===== src/rtl/mem_arbiter.sv =====
// Shares one memory port between instruction fetch and load/store traffic.
// Data has fixed priority; a saturating starvation counter hands fetch a contested slot.
module mem_arbiter #(
  parameter int ADDR_W       = 32,
  parameter int DATA_W       = 32,
  parameter int STARVE_LIMIT = 4
) (
  input  logic                clk,
  input  logic                reset,
  input  logic                i_req,
  input  logic [ADDR_W-1:0]   i_addr,
  output logic                i_gnt,
  output logic                i_rvalid,
  output logic [DATA_W-1:0]   i_rdata,
  input  logic                d_req,
  input  logic                d_we,
  input  logic [ADDR_W-1:0]   d_addr,
  input  logic [DATA_W-1:0]   d_wdata,
  input  logic [DATA_W/8-1:0] d_wstrb,
  output logic                d_gnt,
  output logic                d_rvalid,
  output logic [DATA_W-1:0]   d_rdata,
  output logic                m_req,
  output logic                m_we,
  output logic [ADDR_W-1:0]   m_addr,
  output logic [DATA_W-1:0]   m_wdata,
  output logic [DATA_W/8-1:0] m_wstrb,
  input  logic                m_ack,
  input  logic [DATA_W-1:0]   m_rdata,
  output logic                busy
);

  localparam int STRB_W = DATA_W / 8;
  localparam int CNT_W  = $clog2(STARVE_LIMIT + 1);
  localparam logic [CNT_W-1:0] CNT_MAX = CNT_W'(STARVE_LIMIT);

  typedef enum logic {S_IDLE = 1'b0, S_MEM = 1'b1} state_t;

  state_t              state_q, state_d;
  logic                own_data_q, own_data_d;
  logic [CNT_W-1:0]    starve_q, starve_d;
  logic                i_gnt_q, i_gnt_d, d_gnt_q, d_gnt_d;
  logic                i_rvalid_q, i_rvalid_d, d_rvalid_q, d_rvalid_d;
  logic [DATA_W-1:0]   i_rdata_q, i_rdata_d, d_rdata_q, d_rdata_d;
  logic                m_req_q, m_req_d, m_we_q, m_we_d;
  logic [ADDR_W-1:0]   m_addr_q, m_addr_d;
  logic [DATA_W-1:0]   m_wdata_q, m_wdata_d;
  logic [STRB_W-1:0]   m_wstrb_q, m_wstrb_d;
  logic                pick_data, pick_fetch;

  // Fetch only overrides data once it has lost STARVE_LIMIT contested rounds.
  assign pick_data  = d_req && !(i_req && (starve_q == CNT_MAX));
  assign pick_fetch = i_req && !pick_data;

  always_ff @(posedge clk or posedge reset) begin
    if (reset) begin
      state_q    <= S_IDLE;
      own_data_q <= 1'b0;
      starve_q   <= '0;
      i_gnt_q    <= 1'b0;
      d_gnt_q    <= 1'b0;
      i_rvalid_q <= 1'b0;
      d_rvalid_q <= 1'b0;
      i_rdata_q  <= '0;
      d_rdata_q  <= '0;
      m_req_q    <= 1'b0;
      m_we_q     <= 1'b0;
      m_addr_q   <= '0;
      m_wdata_q  <= '0;
      m_wstrb_q  <= '0;
    end else begin
      state_q    <= state_d;
      own_data_q <= own_data_d;
      starve_q   <= starve_d;
      i_gnt_q    <= i_gnt_d;
      d_gnt_q    <= d_gnt_d;
      i_rvalid_q <= i_rvalid_d;
      d_rvalid_q <= d_rvalid_d;
      i_rdata_q  <= i_rdata_d;
      d_rdata_q  <= d_rdata_d;
      m_req_q    <= m_req_d;
      m_we_q     <= m_we_d;
      m_addr_q   <= m_addr_d;
      m_wdata_q  <= m_wdata_d;
      m_wstrb_q  <= m_wstrb_d;
    end
  end

  always_comb begin
    state_d = state_q;
    case (state_q)
      S_IDLE:  if (i_req || d_req) state_d = S_MEM;
      S_MEM:   if (m_ack)          state_d = S_IDLE;
      default: state_d = S_IDLE;
    endcase
  end

  always_comb begin
    own_data_d = own_data_q;
    starve_d   = starve_q;
    i_gnt_d    = 1'b0;
    d_gnt_d    = 1'b0;
    i_rvalid_d = 1'b0;
    d_rvalid_d = 1'b0;
    i_rdata_d  = i_rdata_q;
    d_rdata_d  = d_rdata_q;
    m_req_d    = m_req_q;
    m_we_d     = m_we_q;
    m_addr_d   = m_addr_q;
    m_wdata_d  = m_wdata_q;
    m_wstrb_d  = m_wstrb_q;
    if (state_q == S_IDLE) begin
      if (pick_data) begin
        d_gnt_d    = 1'b1;
        own_data_d = 1'b1;
        m_req_d    = 1'b1;
        m_we_d     = d_we;
        m_addr_d   = d_addr;
        m_wdata_d  = d_wdata;
        m_wstrb_d  = d_wstrb;
        if (i_req && (starve_q < CNT_MAX)) starve_d = starve_q + CNT_W'(1);
      end else if (pick_fetch) begin
        i_gnt_d    = 1'b1;
        own_data_d = 1'b0;
        m_req_d    = 1'b1;
        m_we_d     = 1'b0;
        m_addr_d   = i_addr;
        m_wdata_d  = '0;
        m_wstrb_d  = '0;
        starve_d   = '0;
      end
    end else if (m_ack) begin
      m_req_d = 1'b0;
      if (own_data_q) begin
        d_rvalid_d = 1'b1;
        if (!m_we_q) d_rdata_d = m_rdata;
      end else begin
        i_rvalid_d = 1'b1;
        i_rdata_d  = m_rdata;
      end
    end
  end

  assign i_gnt    = i_gnt_q;
  assign d_gnt    = d_gnt_q;
  assign i_rvalid = i_rvalid_q;
  assign d_rvalid = d_rvalid_q;
  assign i_rdata  = i_rdata_q;
  assign d_rdata  = d_rdata_q;
  assign m_req    = m_req_q;
  assign m_we     = m_we_q;
  assign m_addr   = m_addr_q;
  assign m_wdata  = m_wdata_q;
  assign m_wstrb  = m_wstrb_q;
  assign busy     = (state_q == S_MEM);

endmodule


===== config.mk =====
export PLATFORM = sky130hd
export DESIGN_NAME = mem_arbiter
export DESIGN_NICKNAME = d
export VERILOG_FILES = /design/src/rtl/mem_arbiter.sv
export SDC_FILE = /design/constraint.sdc
export NUM_CORES = 1
export LEC_CHECK = 0
export ABC_AREA = 0
export BUFFER_PORTS_ARGS = -buffer_cell sky130_fd_sc_hd__buf_2
export CAP_MARGIN = 20
export CELL_PAD_IN_SITES_DETAIL_PLACEMENT = 1
export CELL_PAD_IN_SITES_GLOBAL_PLACEMENT = 2
export CORE_ASPECT_RATIO = 2
export CORE_MARGIN = 1
export CORE_UTILIZATION = 30
export DETAILED_ROUTE_END_ITERATION = 8
export PLACE_DENSITY = 0.87
export RECOVER_POWER = 25
export SETUP_SLACK_MARGIN = 0.1
export SLEW_MARGIN = 30
export SYNTH_ARGS = -nofsm -noshare
export SYNTH_HDL_FRONTEND = slang
export SYNTH_SLANG_ARGS = --single-unit

===== constraint.sdc =====
create_clock -name clk -period 7.1 [get_ports clk]
set_input_delay 0.355 -clock clk [delete_from_list [all_inputs] [get_ports clk]]
set_output_delay 0.355 -clock clk [all_outputs]
set_load 0.005 [all_outputs]

# Word-level counts from Yosys, hierarchy flattened
# Cells that the tools add are included.
totals:
  input_bits: 138
  n_memories: 0
  romBits: 0
  latch_bits: 0
  ramBits: 0
  ff_bits: 143
op_classes:
  n_bitwise: 3
  n_mul: 0
  order_cmp: 1
  n_div: 0
  n_mux: 30
  reduce_logical: 14
  eq_ne: 3
  add_sub_neg: 1
  n_shift: 0
ops:
  columns: ["operator", "n"]
  rows:
  - ["32-bit two-way mux", 4]
  - ["1-bit two-way mux", 20]
  - ["3-bit two-way mux", 3]
  - ["4-bit two-way mux", 2]
  - ["3-bit AND reduction", 2]
  - ["1-bit logical AND", 4]
  - ["2-bit AND reduction", 2]
  - ["4-bit AND reduction", 1]
  - ["3-bit by 1-bit adder with 3-bit output (second input constant)", 1]
  - ["3-bit == test (second input constant)", 1]
  - ["3-bit < comparator (second input constant)", 1]
  - ["1-bit inverter", 3]
  - ["3-bit nonzero test", 1]
  - ["1-bit logical NOT", 2]
  - ["2-bit by 1-bit != test with 1-bit output (second input constant)", 1]
  - ["2-bit != test (second input constant)", 1]
  - ["1-bit case mux with 2 select lines", 1]
  - ["2-bit nonzero test", 1]
  - ["1-bit logical OR", 1]

# Logic depth before layout (Yosys ltp)
# Gate-level depths: netlist of the first run.
logic_depth:
  word_depth: 9
  mapped_depth: 7
  mapped_depth_nobuf: 5

# Least setup slack after synthesis of the first run
# OpenSTA, ideal clock, no wires.
synth_path:
  path_type: "reg2reg"
  from: "register starve_q[0]"
  to: "register m_wdata_q[12], in the netlist m_wdata[12]"
  setup_time_ps: 65
  slack_ps: 5573
  t_arrival_ps: 1461
  required_ps: 7035
  path_stages_with_launch: 8
  period_less_slack_ps: 1527
  cell_sequence: "dfrtp_1 > inv_1 > ha_1 > nand3_2 > nor3b_1 > buf_2 > buf_2 > a22o_1"
synth_via:
  elab_chain_cells: 8
synth_lines:
  columns: ["element", "line_no", "rtl"]
  rows:
  - ["from (decl)", "41", "logic [CNT_W-1:0] starve_q, starve_d;"]
  - ["from (signal assigned)", "74", "starve_q <= starve_d;"]
  - ["3-bit == test *", "52", "assign pick_data = d_req && !(i_req && (starve_q == CNT_MAX));"]
  - ["1-bit logical AND *", "52", null]
  - ["1-bit logical NOT *", "52", null]
  - ["1-bit logical AND *", "52", null]
  - ["1-bit logical NOT", "53", "assign pick_fetch = i_req && !pick_data;"]
  - ["1-bit logical AND", "53", null]
  - ["2-bit nonzero test (no line)", null, null]
  - ["2-bit AND reduction (no line)", null, null]
  - ["to (signal assigned)", "84", "m_wdata_q <= m_wdata_d;"]
  - ["to (decl)", "47", "logic [DATA_W-1:0] m_wdata_q, m_wdata_d;"]
# Every way passes the cells marked *; elsewhere a longest branch is shown, timed or not.
# A chain may end at the register's enable or synchronous reset.

# Final worst setup path of the first run
layout_path:
  from: "register starve_q[0]"
  to: "register m_addr_q[0], in the netlist m_addr[0]"
layout_via:
  elab_chain_cells: 8
layout_lines:
  columns: ["element", "line_no", "rtl"]
  rows:
  - ["3-bit == test *", "52", null]
  - ["1-bit logical AND *", "52", null]
  - ["1-bit logical NOT *", "52", null]
  - ["1-bit logical AND *", "52", null]
  - ["1-bit logical NOT", "53", null]
  - ["1-bit logical AND", "53", null]
  - ["2-bit nonzero test (no line)", null, null]
  - ["2-bit AND reduction (no line)", null, null]
  - ["to (signal assigned)", "83", "m_addr_q <= m_addr_d;"]
  - ["to (decl)", "46", "logic [ADDR_W-1:0] m_addr_q, m_addr_d;"]
# Marks and branches as above.

==> summary.txt, run 1 <==
Antenna violations before repair: 0
Skew-Pair Late Insertion Delay: 420 ps
Main flop type after synthesis: dfrtp_1
Post-synthesis async set-or-reset flop share: 100.0%
Die Wd: 100.5 um
Leakage: 3.905 nW
Reg2Reg Depth: 6
WL/cell: 17.32 um
Hold Path Class: input pin to flop
First-pass GRT wire length: 26.28 mm
Clk root buf: clkbuf_16
DP Worst Slack: 4575 ps
R2r setup slk: 4610 ps
Final Wtd Congestion: 0.7674
Via count: 4649
Area growth syn-to-layout: 35.88%
Worst Path Max Fanout: 35
PortBufs: 276
Residual DRC count: 0
Synth Area in Compound Gates: 10.17%
Yosys cell types: 31
CORE AREA: 0.01892 mm2
Util after Layout: 41.77%
Post-Route Skew: 11.13 ps
Fin. Hold Viols: 0
Slew headroom: -94.14%
Critical Path Start Type: flop
Post-synth EDFFs: 0
Pin count of the biggest net entering global routing: 80
Synthesized Nets: 599
Via density: 4.696
Max_cap viols: 1
Detail Placement HPWL: 12.53 mm
PostCTS Resize Cnt: 0
Global route overflow: 0
Hold path cells: 2
Vias in the first global route: 4838
Num ports: 277
Failing checks: max-capacitance violations, max-slew violations
Antenna viol nets, final: 0
Crit. End Element: flop
Post-synthesis mux area share: 13.87%
Post-synthesis simple-gate area fraction: 10.17%
Final setup fails: 0
Total track usage: 17.51%
Initial Util: 30.74%
Initial DRC count: 79
CTS H-tree depth: 4
Largest family of logic cells by synthesized area: multiplexers
CTS Sinks: 143
Critical Path RT: 7420 ps
Outcome: finished with violations
Unrepaired setup endpoints after global routing: false
Sequential area share after synthesis: 61.52%
FF-to-FF Start: starve_q[0]$_DFFE_PP0P_
Post-CTS setup buffers: 0
Seq cells post-synth: 143
WHS Endpoint: m_wdata[27]$_DFFE_PP0P_
Die area: 0.01998 mm2
Std-Cell Rows: 71
Wirelength, routed: 17.15 mm
Nets@finish: 863
Number of hold buffers added after CTS: 0
Tmin final: 2495 ps
XOR/XNOR Fraction of Synth Area: 0%
Crit Reg-Reg Endpoint: m_addr[0]$_DFFE_PP0P_
Slack of the critical path: 4605 ps
Crit path kind: flop to flop
ANT cells: 0
Mapped Area: 0.005817 mm2
Setup TNS Final: 0 ps
Layout cells sized above 1: 48.71%
Final total power: 2.721 mW
Final Cycle Share: 35.14%
Fmax: 400.9 MHz
Fill count: 2174
CTS Buf Count: 17
Pins Over Slew Limit: 66
Clk slew on worst S/H paths: 60 ps
Clk buf depth: 2
Worst Path Arrival: 2820 ps
Min-delay src: d_wdata[27]
First-pass DRT Iterations: 4
Syn Area/Cell: 12.67 um2
Synth Instances: 459
Synth warn: 0
Die boundary height: 198.9 um
Synth Area in Adders: 0.4302%
CTS tree: built
Maximum VDD drop: 0.1219 mV
PwrDens: 344.2 mW/mm2
Worst slew pin tran: 2896 ps
[registers in the layout, summed over array words and instances, names as in the netlist]
signal,count
own_data_q,1
m_wstrb,4
m_we,1
m_req,1
d_gnt,1
m_addr,32
starve_q,3
busy,1
i_rdata,32
i_gnt,1
m_wdata,32
d_rdata,32
i_rvalid,1
d_rvalid,1
[logic make-up after synthesis]
| group | Yosys count |
|---|---|
| AO/OA/AOI/OAI | 78 |
| adder cells (fa/ha/maj) | 2 |
| buffers and inverters | 42 |
| multiplexers | 65 |
| flip-flops | 143 |
| AND/OR/NAND/NOR | 129 |
[cells in the mapped netlist, types with 2 or more instances]
master	count	area [um2]
o211ai_1	32	240.2
mux2_2	44	495.5
nand2_1	87	326.6
a21oi_1	2	10.01
clkbuf_1	12	45.04
o21ai_0	11	55.05
ha_1	2	25.02
a22o_1	28	245.2
buf_2	16	80.08
nand2b_1	2	12.51
mux2_4	20	300.3
inv_1	4	15.01
buf_1	3	11.26
dfrtp_1	143	3578
buf_6	6	67.56
nand4_1	32	200.2
[critical path, stage by stage (launching register included)]
cell and delay [ps]:
dfrtp_1 400, inv_1 70, ha_1 170, nand3_2 590, and2_1 660, buf_4 310, o211ai_1 190
[worst max-delay path by stage]
stage | start | end | cells past startpoint
3_5_place_dp | starve_q[0]$_DFFE_PP0P_ | m_addr[16]$_DFFE_PP0P_ | 6
2_1_floorplan | reset | busy$_DFF_PP0_ | 1
5_1_grt | reset | i_rdata[10]$_DFFE_PP0P_ | 3
6_report | starve_q[0]$_DFFE_PP0P_ | m_addr[0]$_DFFE_PP0P_ | 6
3_3_place_gp | starve_q[0]$_DFFE_PP0P_ | m_addr[5]$_DFFE_PP0P_ | 6
4_1_cts | starve_q[0]$_DFFE_PP0P_ | m_addr[0]$_DFFE_PP0P_ | 6
[cell usage in the layout, fill, tap and decap left out, drive strengths merged]
cell and n:
or2 1, and2 1, nand3 1, o31a 1, nand2b 2, buf 259
a22o 28, a21o 1, nor2 1, o21a 1, mux2 65, nand4 32
inv 6, clkbuf 42, o21ba 1, nor3 1, nor3b 1, o211ai 32
nand2 87, dfrtp 143, o21ai 11, clkinv 5, a21oi 2, bufinv 1
ha 2, and3 1, and2b 1, o21bai 1, clkinvlp 5
[power breakdown]
| group | leakage [nW] | internal, mW | switching, mW |
|---|---|---|---|
| Clock | 0.262 | 0.490 | 0.351 |
| Combinational | 1.89 | 0.381 | 0.323 |
| Sequential | 1.75 | 1.05 | 0.120 |
[layer usage]
layer	vias up	part of all wire, %	global-route usage, %
met2	195	56	33.03
met3	23	5.8	4.181
met5	-	0	0
met1	2270	36	18.05
li1	2161	-	-
met4	0	2.2	7.300
[metrics by stage]
step                      instances  hold slack [ps]  instance area (um2)
after floorplan                 459            456.3                 5817
after global placement          959            459.4                 7380
after detailed placement        959            472.2                 7383
after CTS                       990            41.38                 7936
after global routing            990            139.9                 7904
final                           990            154.5                 7904
[cell type report]
cell class,instances,area [um2],share of cell area (%)
clock inverter,12,110.1,1.393
timing repair buffer,282,1401,17.73
multi-input combinational,274,2032,25.71
sequential,143,3578,45.27
tap,255,319.1,4.037
inverter,5,20.02,0.2533
clock buffer,19,442.9,5.604
Note: power is estimated with default switching activity, not from simulation.
==> run 2: changes to the inputs <==
--- a/config.mk
+++ b/config.mk
@@ -12,9 +12,9 @@
 export CELL_PAD_IN_SITES_GLOBAL_PLACEMENT = 2
 export CORE_ASPECT_RATIO = 2
 export CORE_MARGIN = 1
-export CORE_UTILIZATION = 30
+export CORE_UTILIZATION = 28
 export DETAILED_ROUTE_END_ITERATION = 8
-export PLACE_DENSITY = 0.87
+export PLACE_DENSITY = 0.82
 export RECOVER_POWER = 25
 export SETUP_SLACK_MARGIN = 0.1
 export SLEW_MARGIN = 30
==> constraint.sdc (replaced) <==
create_clock -name clk -period 2.6 [get_ports clk]
set_input_delay 0.13 -clock clk [delete_from_list [all_inputs] [get_ports clk]]
set_output_delay 0.13 -clock clk [all_outputs]
set_load 0.005 [all_outputs]
==> summary.txt, run 2 (synthesis results as in run 1) <==
Setup crit start: starve_q[0]$_DFFE_PP0P_
Initial Util: 28.56% (-2.2 points)
Antenna violations before repair: 1 (+1)
Most frequent cells in the layout: 261 x buf_2, 143 x dfrtp_1, 131 x dlygate4sd3_1
PwrDens: 861.5 mW/mm2 (+150%)
Total track usage: 19.68% (+2.2 points)
CORE AREA: 0.02037 mm2 (+7.7%)
Hold Path Class: input pin to flop
Crit. End Element: flop
First-pass GRT wire length: 32.08 mm (+22%)
Worst Path Max Fanout: 17 (-51%)
Via density: 4.709 (+0.28%)
Nets@finish: 1001 (+16%)
CTS Buf Count: 17 (unchanged)
Clk slew on worst S/H paths: 70 ps (about the same)
Num ports: 277 (unchanged)
Die area: 0.02139 mm2 (+7.0%)
Area growth syn-to-layout: 61.28%
Max_cap viols: 0 (-1)
Residual DRC count: 0 (unchanged)
Slew headroom: 19.39% (+110 points)
Skew-Pair Late Insertion Delay: 430 ps (about the same)
Layout cells sized above 1: 43.02% (-5.7 points)
Clk root buf: clkbuf_16
Setup TNS Final: 0 ps (unchanged)
Die Wd: 103.9 um (+3.4%)
Clk buf depth: 2 (unchanged)
R2r setup slk: 370 ps (-4230 ps)
Pins Over Slew Limit: 0 (-100%)
PortBufs: 276 (unchanged)
Critical Path Sink: m_addr[20]$_DFFE_PP0P_
CTS H-tree depth: 4 (unchanged)
Antenna viol nets, final: 0 (unchanged)
Outcome: finished, final reports clean
Final Wtd Congestion: 0.7475 (-2.6%)
Fmax: 449.2 MHz (+12%)
Global route overflow: 0 (unchanged)
Cell family with most CP delay: buffers and inverters
Worst Path Arrival: 2590 ps (-230 ps)
Post-Route Skew: 8.038 ps (-3.091 ps)
Slowest cell delay on critical path: 580 ps (-80 ps)
Critical Path RT: 2970 ps (-4450 ps)
Reg2Reg Depth: 7 (+1)
Initial DRC count: 249 (+220%)
FF-to-FF Start: starve_q[0]$_DFFE_PP0P_
CTS Sinks: 143 (unchanged)
Vias in the first global route: 5839 (+21%)
Final Cycle Share: 85.62% (+50 points)
WL/cell: 18.04 um (+4.2%)
Crit. path cell count: 7 (+1)
Leakage: 4.570 nW (+17%)
Worst slew pin tran: 1209 ps (-1687 ps)
Tmin final: 2226 ps (-268.5 ps)
CP max-delay cell: dlygate4sd3_1
Unrepaired setup endpoints after global routing: false
Final setup fails: 0 (unchanged)
Crit-path cells: inv_1 -> ha_1 -> nand3_2 -> and2_1 -> buf_4 -> o211ai_1 -> dlygate4sd3_1
Via count: 5387 (+16%)
WHS: 32.93 ps (-121.5 ps)
Detail Placement HPWL: 13.14 mm (+4.8%)
PostCTS Resize Cnt: 0 (unchanged)
Pin count of the biggest net entering global routing: 87 (+8.8%)
Fin. Hold Viols: 0 (unchanged)
WP buf/inv: 3 (+1)
Std-Cell Rows: 74 (+4.2%)
Most common cell after layout, fill and taps aside: buf_2
Crit path kind: flop to flop
Maximum VDD drop: 0.3545 mV (+190%)
First-pass DRT Iterations: 4 (unchanged)
Crit Reg-Reg Endpoint: m_addr[20]$_DFFE_PP0P_
CTS tree: built
Wirelength, routed: 20.64 mm (+20%)
Die boundary height: 205.8 um (+3.5%)
Critical Path Start Type: flop
-- run 2: changes by cell type in the layout (fill, tap and decap cells not counted), sizes merged --
cell         before  now
buf             259  273
diode             0    4
clkinvlp          5    2
inv               6    7
dlygate4sd3       0  131
clkbuf           42   34
clkinv            5    7
bufinv            1    3
-- run 2: cell type report --
class	count	area, um2
fillers	2269	10990
flip-flops and latches	143	3578
repair buffers	420	2784
multi-input cells	274	2032
clock buffers	18	439.2
well taps	266	332.8
clock inverters	14	182.7
inverters	5	22.52
diodes	4	10.01
-- run 2: how the worst min path moves through the flow --
stage | from | end | slack [ps] | cells after the start
after floorplan | m_rdata[24] | d_rdata[24]$_DFFE_PP0P_ | 260 | 1
after global routing | d_addr[24] | m_addr[24]$_DFFE_PP0P_ | 40 | 3
after global placement | reset | m_wdata[4]$_DFFE_PP0P_ | 290 | 3
after detailed placement | reset | d_rdata[5]$_DFFE_PP0P_ | 320 | 3
after CTS | d_addr[18] | m_addr[18]$_DFFE_PP0P_ | 2 | 3
final | d_addr[18] | m_addr[18]$_DFFE_PP0P_ | 30 | 3
-- run 2: worst min-delay path: cells and delay by family --
kind | cells | cell delay [ps]
AOI/OAI and AO/OA | 1 | 90
and+or+nand+nor | 1 | 100
buffers and inverters | 1 | 100
-- run 2: power breakdown --
part           switching (mW)  internal, mW  leakage [nW]  total (mW)
clock                    1.02          1.56         0.305        2.58
sequential              0.361          2.88          1.75        3.24
combinational           0.975          1.29          2.51        2.26
-- run 2: timing repair --
action / CTS / global route
endpoints found under the hold margin: 221 / 0
buffers inserted: 0 / 0
hold buffers: 131 / 0
-- run 2: layer usage --
layer | GRT usage (%) | wire length [um]
met5 | 0 | 0
met4 | 10.51 | 674
met3 | 5.195 | 1015
met2 | 36.52 | 11750
met1 | 19.92 | 7202
-- run 2: metrics by stage --
step / utilization [%] / setup WS (ps) / cells / area (um2) / power, mW
after floorplan: - / 678.9 / 459 / 5821 / 4.202
after global placement: 36.67 / 923.5 / 977 / 7470 / 5.178
after detailed placement: 36.67 / 869.1 / 977 / 7470 / 5.264
after CTS: 46.16 / 376.6 / 1140 / 9403 / 8.155
after global routing: 46.02 / 201.9 / 1141 / 9374 / 8.528
final: 46.06 / 373.8 / 1144 / 9382 / 8.083
